### config.mk
export PLATFORM = sky130hd
export DESIGN_NAME = mag_cmp_seq
export DESIGN_NICKNAME = d
export VERILOG_FILES = /design/src/rtl/mag_cmp_pkg.sv /design/src/rtl/cmp_digit.sv /design/src/rtl/mag_cmp_seq.sv
export SDC_FILE = /design/constraint.sdc
export NUM_CORES = 1
export LEC_CHECK = 0
export ABC_AREA = 1
export CAP_MARGIN = 10
export CORE_MARGIN = 3
export CORE_UTILIZATION = 41
export DETAILED_ROUTE_END_ITERATION = 6
export GPL_TIMING_DRIVEN = 1
export PLACE_DENSITY = 0.68
export RECOVER_POWER = 100
export SKIP_LAST_GASP = 1
export SLEW_MARGIN = 20
export SYNTH_ARGS = -nofsm -noshare
export SYNTH_HDL_FRONTEND = slang
export SYNTH_SLANG_ARGS = --single-unit
### constraint.sdc
create_clock -name clk -period 4.4 [get_ports clk]
set_clock_uncertainty 0.15 [all_clocks]
set_input_delay 1.1 -clock clk [delete_from_list [all_inputs] [get_ports clk]]
set_output_delay 1.1 -clock clk [all_outputs]
set_load 0.005 [all_outputs]
### src/rtl/mag_cmp_pkg.sv
// Shared types for the sequential magnitude comparator.
//   state_t   : controller states
//   cmp_res_t : one-hot result flags {gt, eq, lt}
//   idx_width : width of the digit index counter (never below 1 bit)
package mag_cmp_pkg;

    typedef enum logic [1:0] {
        IDLE = 2'd0,
        CMP  = 2'd1,
        DONE = 2'd2
    } state_t;

    typedef struct packed {
        logic gt;
        logic eq;
        logic lt;
    } cmp_res_t;

    function automatic int idx_width(input int n);
        return (n > 1) ? $clog2(n) : 1;
    endfunction

endpackage

### src/rtl/cmp_digit.sv
// Combinational unsigned compare of one digit pair.
//   a_i, b_i : digit operands (DIGIT bits)
//   gt_o     : a_i > b_i
//   lt_o     : a_i < b_i   (equal when neither is set)
module cmp_digit #(
    parameter int DIGIT = 4
) (
    input  logic [DIGIT-1:0] a_i,
    input  logic [DIGIT-1:0] b_i,
    output logic             gt_o,
    output logic             lt_o
);

    assign gt_o = (a_i > b_i);
    assign lt_o = (a_i < b_i);

endmodule

### src/rtl/mag_cmp_seq.sv
// Multi-cycle magnitude comparator. Walks A and B MSB-first, DIGIT bits per
// clock, and stops at the first differing digit.
//   clk, rst         : clock, synchronous active-high reset
//   start            : request a compare (taken only in IDLE)
//   signed_i         : 1 = two's-complement operands, sampled with start
//   A, B             : operands, sampled on the accepting edge
//   busy             : high from the cycle after acceptance through done
//   done             : one-cycle pulse, flags valid from this cycle
//   AgtB, AeqB, AltB : result flags, held until the next done
//
// state | meaning
// IDLE  | waiting for start; flags hold the last result
// CMP   | comparing digit idx of the captured operands
// DONE  | result latched, done pulse; start ignored
module mag_cmp_seq
    import mag_cmp_pkg::*;
#(
    parameter int WIDTH = 16,
    parameter int DIGIT = 4
) (
    input  logic             clk,
    input  logic             rst,
    input  logic             start,
    input  logic             signed_i,
    input  logic [WIDTH-1:0] A,
    input  logic [WIDTH-1:0] B,
    output logic             busy,
    output logic             done,
    output logic             AgtB,
    output logic             AeqB,
    output logic             AltB
);

    localparam int N  = WIDTH / DIGIT;
    localparam int IW = idx_width(N);

    if (DIGIT < 1) begin : g_bad_digit
        $error("mag_cmp_seq: DIGIT must be >= 1");
    end
    if ((DIGIT >= 1) && ((WIDTH % DIGIT) != 0)) begin : g_bad_split
        $error("mag_cmp_seq: DIGIT must divide WIDTH");
    end
    if (WIDTH < 2) begin : g_bad_width
        $error("mag_cmp_seq: WIDTH must be >= 2");
    end

    state_t           state_q, state_d;
    logic [WIDTH-1:0] a_q, a_d;
    logic [WIDTH-1:0] b_q, b_d;
    logic [IW-1:0]    idx_q, idx_d;
    cmp_res_t         res_q, res_d;

    logic [WIDTH-1:0] a_sh, b_sh;
    logic [DIGIT-1:0] a_dig, b_dig;
    logic             dig_gt, dig_lt;
    logic [WIDTH-1:0] bias;

    // Flipping the sign bit of both operands maps two's-complement order onto
    // unsigned order, so the datapath only ever does unsigned compares.
    assign bias = {signed_i, {(WIDTH-1){1'b0}}};

    assign a_sh  = a_q >> (idx_q * DIGIT);
    assign b_sh  = b_q >> (idx_q * DIGIT);
    assign a_dig = a_sh[DIGIT-1:0];
    assign b_dig = b_sh[DIGIT-1:0];

    cmp_digit #(.DIGIT(DIGIT)) u_cmp_digit (
        .a_i  (a_dig),
        .b_i  (b_dig),
        .gt_o (dig_gt),
        .lt_o (dig_lt)
    );

    always_ff @(posedge clk) begin
        if (rst) begin
            state_q <= IDLE;
            a_q     <= '0;
            b_q     <= '0;
            idx_q   <= '0;
            res_q   <= '0;
        end else begin
            state_q <= state_d;
            a_q     <= a_d;
            b_q     <= b_d;
            idx_q   <= idx_d;
            res_q   <= res_d;
        end
    end

    always_comb begin
        state_d = state_q;
        a_d     = a_q;
        b_d     = b_q;
        idx_d   = idx_q;
        res_d   = res_q;
        unique case (state_q)
            IDLE: begin
                if (start) begin
                    a_d     = A ^ bias;
                    b_d     = B ^ bias;
                    idx_d   = IW'(N - 1);
                    state_d = CMP;
                end
            end
            CMP: begin
                if (dig_gt || dig_lt) begin
                    res_d   = '{gt: dig_gt, eq: 1'b0, lt: dig_lt};
                    state_d = DONE;
                end else if (idx_q == '0) begin
                    res_d   = '{gt: 1'b0, eq: 1'b1, lt: 1'b0};
                    state_d = DONE;
                end else begin
                    idx_d = idx_q - IW'(1);
                end
            end
            DONE: begin
                state_d = IDLE;
            end
            default: begin
                state_d = IDLE;
            end
        endcase
    end

    always_comb begin
        busy = (state_q != IDLE);
        done = (state_q == DONE);
        AgtB = res_q.gt;
        AeqB = res_q.eq;
        AltB = res_q.lt;
    end

endmodule
After elaboration in Yosys (flattened, before gate mapping) --
Cells that the tools add are included.
Storage, ports and cells: word-level logic and storage cells 40, flip-flop bits (word level) 39, input bits 36, output and inout port bits 5
Cells by class: add/sub/neg operators 1, muxes and demuxes 10, order comparisons 2, shifts and indexed selects 2, reductions and logical operators 10, bitwise operators 2, equal/unequal tests 6
Operators with widths (count):
- $shr 16x4->4 | 2
- $xor 16x16->16 | 2
- $mux 2 | 6
- $pmux 2 s2 | 2
- $mux 3 | 2
- $ne 2x2->1 const B | 3
- $reduce_and 2->1 | 3
- $reduce_bool 2->1 | 3
- $gt 4x4->1 | 1
- $logic_not 2->1 | 2
- $lt 4x4->1 | 1
- $reduce_and 4->1 | 1
- $ne 3x3->1 const B | 1
- $eq 2x1->1 const B | 1
- $eq 2x2->1 const B | 1
- $sub 2x1->2 const B | 1
- $logic_or 1x1->1 | 1

Depth between registers and ports, before layout --
depth in word-level cells 5, gate-level depth with buffers 15, mapped depth without buffers 13

Cells and area by module --
From an unflattened synthesis, not the netlist that was laid out.
Unflattened totals: cells, all modules 250, area total of the unflattened synthesis 1903.1 µm²
By module, submodules not included:
- mag_cmp_seq | area an instance 1788.0 µm², instances 1, cells an instance 230
- cmp_digit | area an instance 115.1 µm², instances 1, cells an instance 20

Worst setup path after synthesis --
OpenSTA, ideal clock, no wires.
path type register to register, start reg idx_q[0], end reg idx_q[0], data required time 4135 ps, cell stages (with the launch flop) 15, setup slack 2342 ps, arrival time 1793 ps, cell sequence dfxtp_1 -> buf_2 -> inv_2 -> buf_4 -> o21ai_0 -> o22ai_1 -> ha_1 -> nand2_1 -> clkinv_1 -> nand2_1 -> nand2_2 -> nand3_2 -> nand2_2 -> a21oi_1 -> nor2_1
On the way: cells in the longest elaborated chain, start to end 5, elaborated cells between the ends (all ways) 13, classes of those cells 1 x add/sub; 2 x order compare; 2 x eq/ne; 2 x shift; 3 x mux; 3 x reduce/logical
RTL lines:
- start: declaration | RTL line mag_cmp_seq.sv:50 | logic [IW-1:0] idx_q, idx_d;
- start signal: assignment | RTL line mag_cmp_seq.sv:85 | idx_q <= idx_d;
- $shr 16x4->4 (on tied branches) | RTL line mag_cmp_seq.sv:62, mag_cmp_seq.sv:63
- $gt 4x4->1 / $lt 4x4->1 (equally long branches) | RTL line cmp_digit.sv:14, cmp_digit.sv:15
- $logic_or 1x1->1 | RTL line mag_cmp_seq.sv:106 | if (dig_gt || dig_lt) begin
- $ne 2x2->1 (no source line)
- $reduce_and 4->1 (no source line)
Parallel ways exist; a longest one is shown, timed or not. The select of a mux whose other input is x is not followed. A chain may end at the register's enable or synchronous reset.

Worst setup path in the final report --
start in start, end reg a_q[15]
On the way: cells in the longest elaborated chain, start to end 1
RTL lines:
- start: declaration | RTL line mag_cmp_seq.sv:23 | input logic start,
- $reduce_and 2->1 (no source line)
- end signal: assignment | RTL line mag_cmp_seq.sv:77 | a_q <= '0;
- end signal: assignment | RTL line mag_cmp_seq.sv:83 | a_q <= a_d;
- end: declaration | RTL line mag_cmp_seq.sv:48 | logic [WIDTH-1:0] a_q, a_d;
No other way between the ends.

==> Implementation_results.wiki <==
{| class="wikitable"
! Metric !! Value
|-
| Run status || finished, final reports clean
|-
| Number of hold-repair buffers added at the cts stage || 0
|-
| Total Die Area || 0.00515 sq mm
|-
| Crit path setup slack, layout || about 1.1 ns
|-
| Critical path data arrival time || roughly 3.4 ns
|-
| Netlist Area Pre-Place || ~0.0018 sq mm
|-
| Remaining routing DRC violations || 0
|-
| Starting Density || a little over two fifths
|-
| Lkg Pwr || ~0.91 nW
|-
| Number of distinct standard cells referenced by the synthesized netlist || 28
|-
| Total setup violations reported at the end of the flow || 0
|-
| Endpoints failing hold || 0
|-
| H-tree lvl count || 2
|-
| Fraction of final layout cells sized beyond drive strength 1 || under 10%
|-
| Area fraction of the dominant cell type after synthesis || 44.1%
|-
| Capturing instance or port of the critical path || a_q[15]
|-
| Post-synth net total || ~280
|-
| Count of flip-flops with a built-in enable after synthesis || 0
|-
| Leading post-synthesis cells by instance count || sky130_fd_sc_hd__nor2_1, sky130_fd_sc_hd__o21ai_0, sky130_fd_sc_hd__dfxtp_1, sky130_fd_sc_hd__nand2_1, sky130_fd_sc_hd__a21oi_1
|-
| Maximum root-to-sink buffer count || 2
|-
| Largest area contributor in the netlist || sky130_fd_sc_hd__dfxtp_1
|-
| Critical-path maximum fanout || 35
|-
| Actual slew at the worst max-slew pin || ~1.0 ns
|-
| Total grt overflow || 0
|-
| Nets@finish || 318
|-
| Global-route wire length before repair || around 6400 um
|-
| Wire length reported by the detailed router || roughly 3800 um
|-
| Maxcap violations || 0
|-
| Dpl hpwl || between 2000 and 3000 um
|-
| Post-layout minimum cycle time || roughly 3.3 ns
|-
| Highest clock rate || 300 MHz
|-
| Worst R2R Start || idx_q[0]
|-
| Cells after DPL || 320
|-
| Clock latency on the worst-skew pair || a little under 0.3 ns
|-
| Yosys warns || 0
|-
| Antenna cell count || 0
|-
| Worst slack, placed || roughly 1.3 ns
|-
| Pre-antenna DRT Iters || 4
|-
| DIE WIDTH || ~72 um
|-
| WL/cell || between 10 and 15 um
|-
| Startpoint of the worst setup timing path || start
|-
| Worst endpoint required time || 4.44 ns
|-
| DRT iter0 DRCs || 103
|-
| Setup fix buffers added after clock tree synthesis || 0
|-
| IO buf count || 40
|-
| Avg Synthesized Cell Area || 7.29 sq um
|-
| Register area share after synthesis || around 44%
|-
| FP Rows || 23
|-
| Critical Path Source Type || input port
|-
| Most frequently used cell type in the post-synthesis netlist || sky130_fd_sc_hd__nor2_1
|-
| Synth Register Bits || 39
|-
| Clk sinks || 39
|-
| Setup repair after global routing missed its margin || no
|-
| Min-delay worst type || reg2reg
|-
| Crit share post-route || 75.9%
|-
| Areal power density over the cells || 379 mW/mm^2
|-
| Layout overhead on the synthesized area || 24.9%
|-
| Total via count after detailed routing || between 1,500 and 2,000
|-
| DIE HEIGHT || approximately 72 um
|-
| Worst Setup Path Type || in2reg
|-
| Non-filler cells, final || around 330
|-
| Placeable core region || a little over 0.004 sq mm
|-
| Synth Flop Type || sky130_fd_sc_hd__dfxtp_1
|-
| Number of antenna violations at the first check in global routing || 0
|-
| Global-route usage over all layers || between 10% and 20%
|-
| Root Buffer Master || sky130_fd_sc_hd__clkbuf_8
|-
| Peak VDD IR || about 0.18 mV
|-
| Number of global-route vias before repair || between 1,000 and 1,500
|-
| Number of filler cells placed in the layout || ~430
|-
| Maximum number of pins on one net before global-route repair || 36
|-
| Logic depth of the worst register-to-register path || 13
|-
| Post-CTS sizing || 0
|-
| Setup slack on the worst flop-to-flop path || 1.53 ns
|-
| Number of nets still failing antenna checks after routing || 0
|-
| Sum of negative setup slack || 0 ns
|-
| Number of max-slew violations in the final report || 0
|-
| Worst flop-to-flop path endpoint || idx_q[0]
|-
| Type of destination of the critical path || register
|-
| Syn Inst Count || roughly 240
|-
| Clock buffers created by TritonCTS || 5
|-
| Post-DR vias/cell || about 5
|-
| Number of primary I/O pins || slightly above 40
|-
| Worst slew slack as a fraction of its limit || a little under a third
|-
| Final estimated routing congestion in global placement || ~0.86
|-
| CTS tree || yes
|-
| Area contributors post-synth || sky130_fd_sc_hd__dfxtp_1, sky130_fd_sc_hd__nor2_1, sky130_fd_sc_hd__o21ai_0
|-
| Share of synthesized registers carrying an async set or reset || 0%
|-
| Reg clk slew, reported paths || roughly 0.07 ns
|}
==> flip-flops by register name (all words and copies together), names as in the netlist <==
| signal | count |
|---|---|
| AgtB | 1 |
| AeqB | 1 |
| AltB | 1 |
| idx_q | 2 |
| b_q | 16 |
| a_q | 16 |
| state_q | 2 |
==> where the power goes <==
| group | total, mW | switching [mW] | internal, mW |
|---|---|---|---|
| clock network | 0.219 | 0.114 | 0.106 |
| registers | 0.410 | 0.0231 | 0.387 |
| logic | 0.210 | 0.115 | 0.0949 |
==> through the flow <==
stage / power (mW) / area (sq um) / utilization, % / hold WS [ns]
after detailed placement: 0.633 / 2150 / 52.6 / 0.303
after floorplan: 0.567 / 1770 / - / 0.274
after global placement: 0.627 / 2150 / 52.6 / 0.300
final: 0.839 / 2210 / 54.2 / 0.308
after CTS: 0.854 / 2220 / 54.4 / 0.314
after global routing: 0.899 / 2210 / 54.2 / 0.323
==> area by class of cell <==
cell class / instances / area (sq um) / area share (%)
timing repair buffer: 40 / 400 / 18.1
inverter: 13 / 50.0 / 2.26
tap: 50 / 62.6 / 2.83
clock buffer: 6 / 72.6 / 3.28
sequential: 39 / 781 / 35.3
multi-input combinational: 178 / 847 / 38.3
==> cells by family (layout without fill, tap and decap cells) <==
| logic type | Yosys count | in the layout | share of synthesized area, % |
|---|---|---|---|
| flops | 39 | 39 | 44.1 |
| fa+ha+maj | 5 | 5 | 3.53 |
| simple gates | 109 | 109 | 24.7 |
| xor+xnor | 2 | 2 | 0.989 |
| compound gates | 62 | 62 | 19.1 |
| buf+inv | 26 | 59 | 7.56 |
==> worst max-delay path: stages <==
cell                              delay, ns
sky130_fd_sc_hd__clkdlybuf4s50_1       0.41
sky130_fd_sc_hd__nand2_2               0.41
sky130_fd_sc_hd__clkinvlp_2            1.00
sky130_fd_sc_hd__a211oi_1              0.45
==> per-layer routing <==
metal / vias to the layer above / share of wire [%] / GRT usage (%) / wire length [um]
li1: 856 / - / - / -
met1: 710 / 51 / 20.1 / 1900
met2: 33 / 43 / 24.1 / 1640
met3: 6 / 4.3 / 4.77 / 162
met4: 0 / 1.7 / 7.52 / 65
met5: - / 0 / 0 / 0
==> worst min path at each step <==
stage / startpoint / end / slack, ns / cells past startpoint
final: AltB / AltB / 0.31 / 2
after global routing: AltB / AltB / 0.32 / 2
after CTS: b_q[15] / b_q[15] / 0.31 / 2
after detailed placement: AltB / AltB / 0.30 / 2
after global placement: b_q[15] / b_q[15] / 0.30 / 2
after floorplan: b_q[15] / b_q[15] / 0.27 / 2
==> cells in the final DEF (no fill, tap or decap), drive strengths merged <==
cell type and instances:
clkdlybuf4s50 34, nand2 27, a32o 3, clkbuf 6, a21oi 11, o211ai 1, inv 11, xor2 1
o22ai 4, ha 5, nor2 78, nand3 3, dlygate4sd3 6, clkinvlp 1, clkinv 1, dfxtp 39
nand4 1, xnor2 1, a211oi 1, o21ai 42
(Power assumes the default switching activity.)
==> RTL change, RTL diff (same flow settings) <==
Add an input register stage for `start`, `signed_i`, `A` and `B`, cleared by the reset; this delays them by one clock. Comments in the files are not updated.
--- a/src/rtl/mag_cmp_seq.sv
+++ b/src/rtl/mag_cmp_seq.sv
@@ -36,2 +36,21 @@
 
+    logic start_q;
+    logic signed_q;
+    logic [WIDTH-1:0] A_q;
+    logic [WIDTH-1:0] B_q;
+
+    always_ff @(posedge clk) begin
+        if (rst) begin
+            start_q  <= '0;
+            signed_q <= '0;
+            A_q      <= '0;
+            B_q      <= '0;
+        end else begin
+            start_q  <= start;
+            signed_q <= signed_i;
+            A_q      <= A;
+            B_q      <= B;
+        end
+    end
+
     if (DIGIT < 1) begin : g_bad_digit
@@ -59,3 +78,3 @@
     // unsigned order, so the datapath only ever does unsigned compares.
-    assign bias = {signed_i, {(WIDTH-1){1'b0}}};
+    assign bias = {signed_q, {(WIDTH-1){1'b0}}};
 
@@ -97,5 +116,5 @@
             IDLE: begin
-                if (start) begin
-                    a_d     = A ^ bias;
-                    b_d     = B ^ bias;
+                if (start_q) begin
+                    a_d     = A_q ^ bias;
+                    b_d     = B_q ^ bias;
                     idx_d   = IW'(N - 1);
Check against the original RTL: not equivalent (a bounded check fails within 4 cycles, from zero or initial values and one cycle with rst high).
==> RTL change against the original RTL <==
Count of clock-buffer cells in the layout increased by 5; area after synthesis grew 54%; register-to-register slack got worse by 0.05 ns; sequential power grew 76%; critical path type is now register to register; final area grew 49%; total power grew 66%; sequential cell count increased by 34; via count increased by 30%; routed wire length is 33% higher; worst setup slack improved by 0.42 ns.
==> RTL change: results (changes against the original RTL) <==
stage,metric,value,unit,change
final_layout,number of flip-flops and latches,73,,+87%
final_layout,Seq area share,0.442,,+0.0893
final_layout,multi-input gate share of the layout cell area,0.296,,-0.0871
power,maximum vdd drop,0.000168,V,-4.8%
outcome,status,"finished, final reports clean",,
grt,maximum number of pins on one net before global-route repair,42,,+17%
grt,met2 Resource Use GR,0.235,,-0.00588
final_layout,Clock Buffer Count,11,,+5
clock_network,depth of the CTS H-tree,3,,+1
clock_network,CTS Buf Count,9,,+4
yosys,Compound-Gate Fraction of Synth Area,0.118,,-0.0732
worst_setup_path,Crit Path Max Fanout,19,,-46%
routing,met3 wire len,243,um,+50%
grt,via count of the first global-routing pass,1960,,+35%
routing,total routed wirelength,5.02,mm,+33%
placement,post-placement cell area,0.00313,mm^2,+45%
yosys,syn_nets,389,,+37%
worst_setup_path,Slowest cell on crit path,dfxtp_1,,
yosys,most instantiated cells after synthesis,"nor2_1 (111), dfxtp_1 (73), inv_1 (44), o21ai_0 (30), nand2_1 (22)",,
worst_setup_path,cell count of the worst reg-to-reg path,12,,-1
routing,length of routed met2 wiring,2.22,mm,+36%
power,power in sequential cells,723,uW,+76%
final_layout,Fill cells,627,,+48%
yosys,"share of synthesized cell area in full adder, half adder and majority cells",0.0229,,-0.0124
routing,total via count in the routed design,2092,,+30%
yosys,main area contributors after synthesis,"dfxtp_1 (54%), nor2_1 (15%), inv_1 (6.0%), o21ai_0 (5.5%), nand2_1 (3.0%)",,
yosys,share of the yosys chip area belonging to registers,0.535,,+0.0944
final_layout,"Buffers, non-clock",41,,+2.5%
worst_setup_path,critical path data arrival time,3.06,ns,-0.32 ns
## RTL change: cell count changes after synthesis, sizes merged, moves of 2 or more
| cell | delta |
|---|---|
| nor2 | +36 |
| inv | +35 |
| dfxtp | +34 |
| clkbuf | +3 |
| nand2 | -3 |
| buf | +2 |
| clkinv | -2 |
## RTL change: final timing paths
path                            endpoint  slack (ns)
worst max-delay path            idx_q[1]        1.48
worst min-delay path                AgtB        0.31
worst max register to register  idx_q[1]        1.48
worst min register to register      AgtB        0.31
## RTL change: through the flow
stage          cells  utilization  hold slack, ns  setup slack (ns)
5_1_grt          464        0.518           0.335              1.16
4_1_cts          464        0.519           0.316              1.72
2_1_floorplan    348            -           0.274              2.36
6_report         464        0.518           0.309              1.48
3_3_place_gp     448        0.490           0.301              1.43
3_5_place_dp     448        0.490           0.307              1.39
## RTL change: tightest hold or removal path, stage by stage (launching register included)
cell and delay, ns:
dfxtp_1 0.31, nand2_1 0.06, a21oi_1 0.05
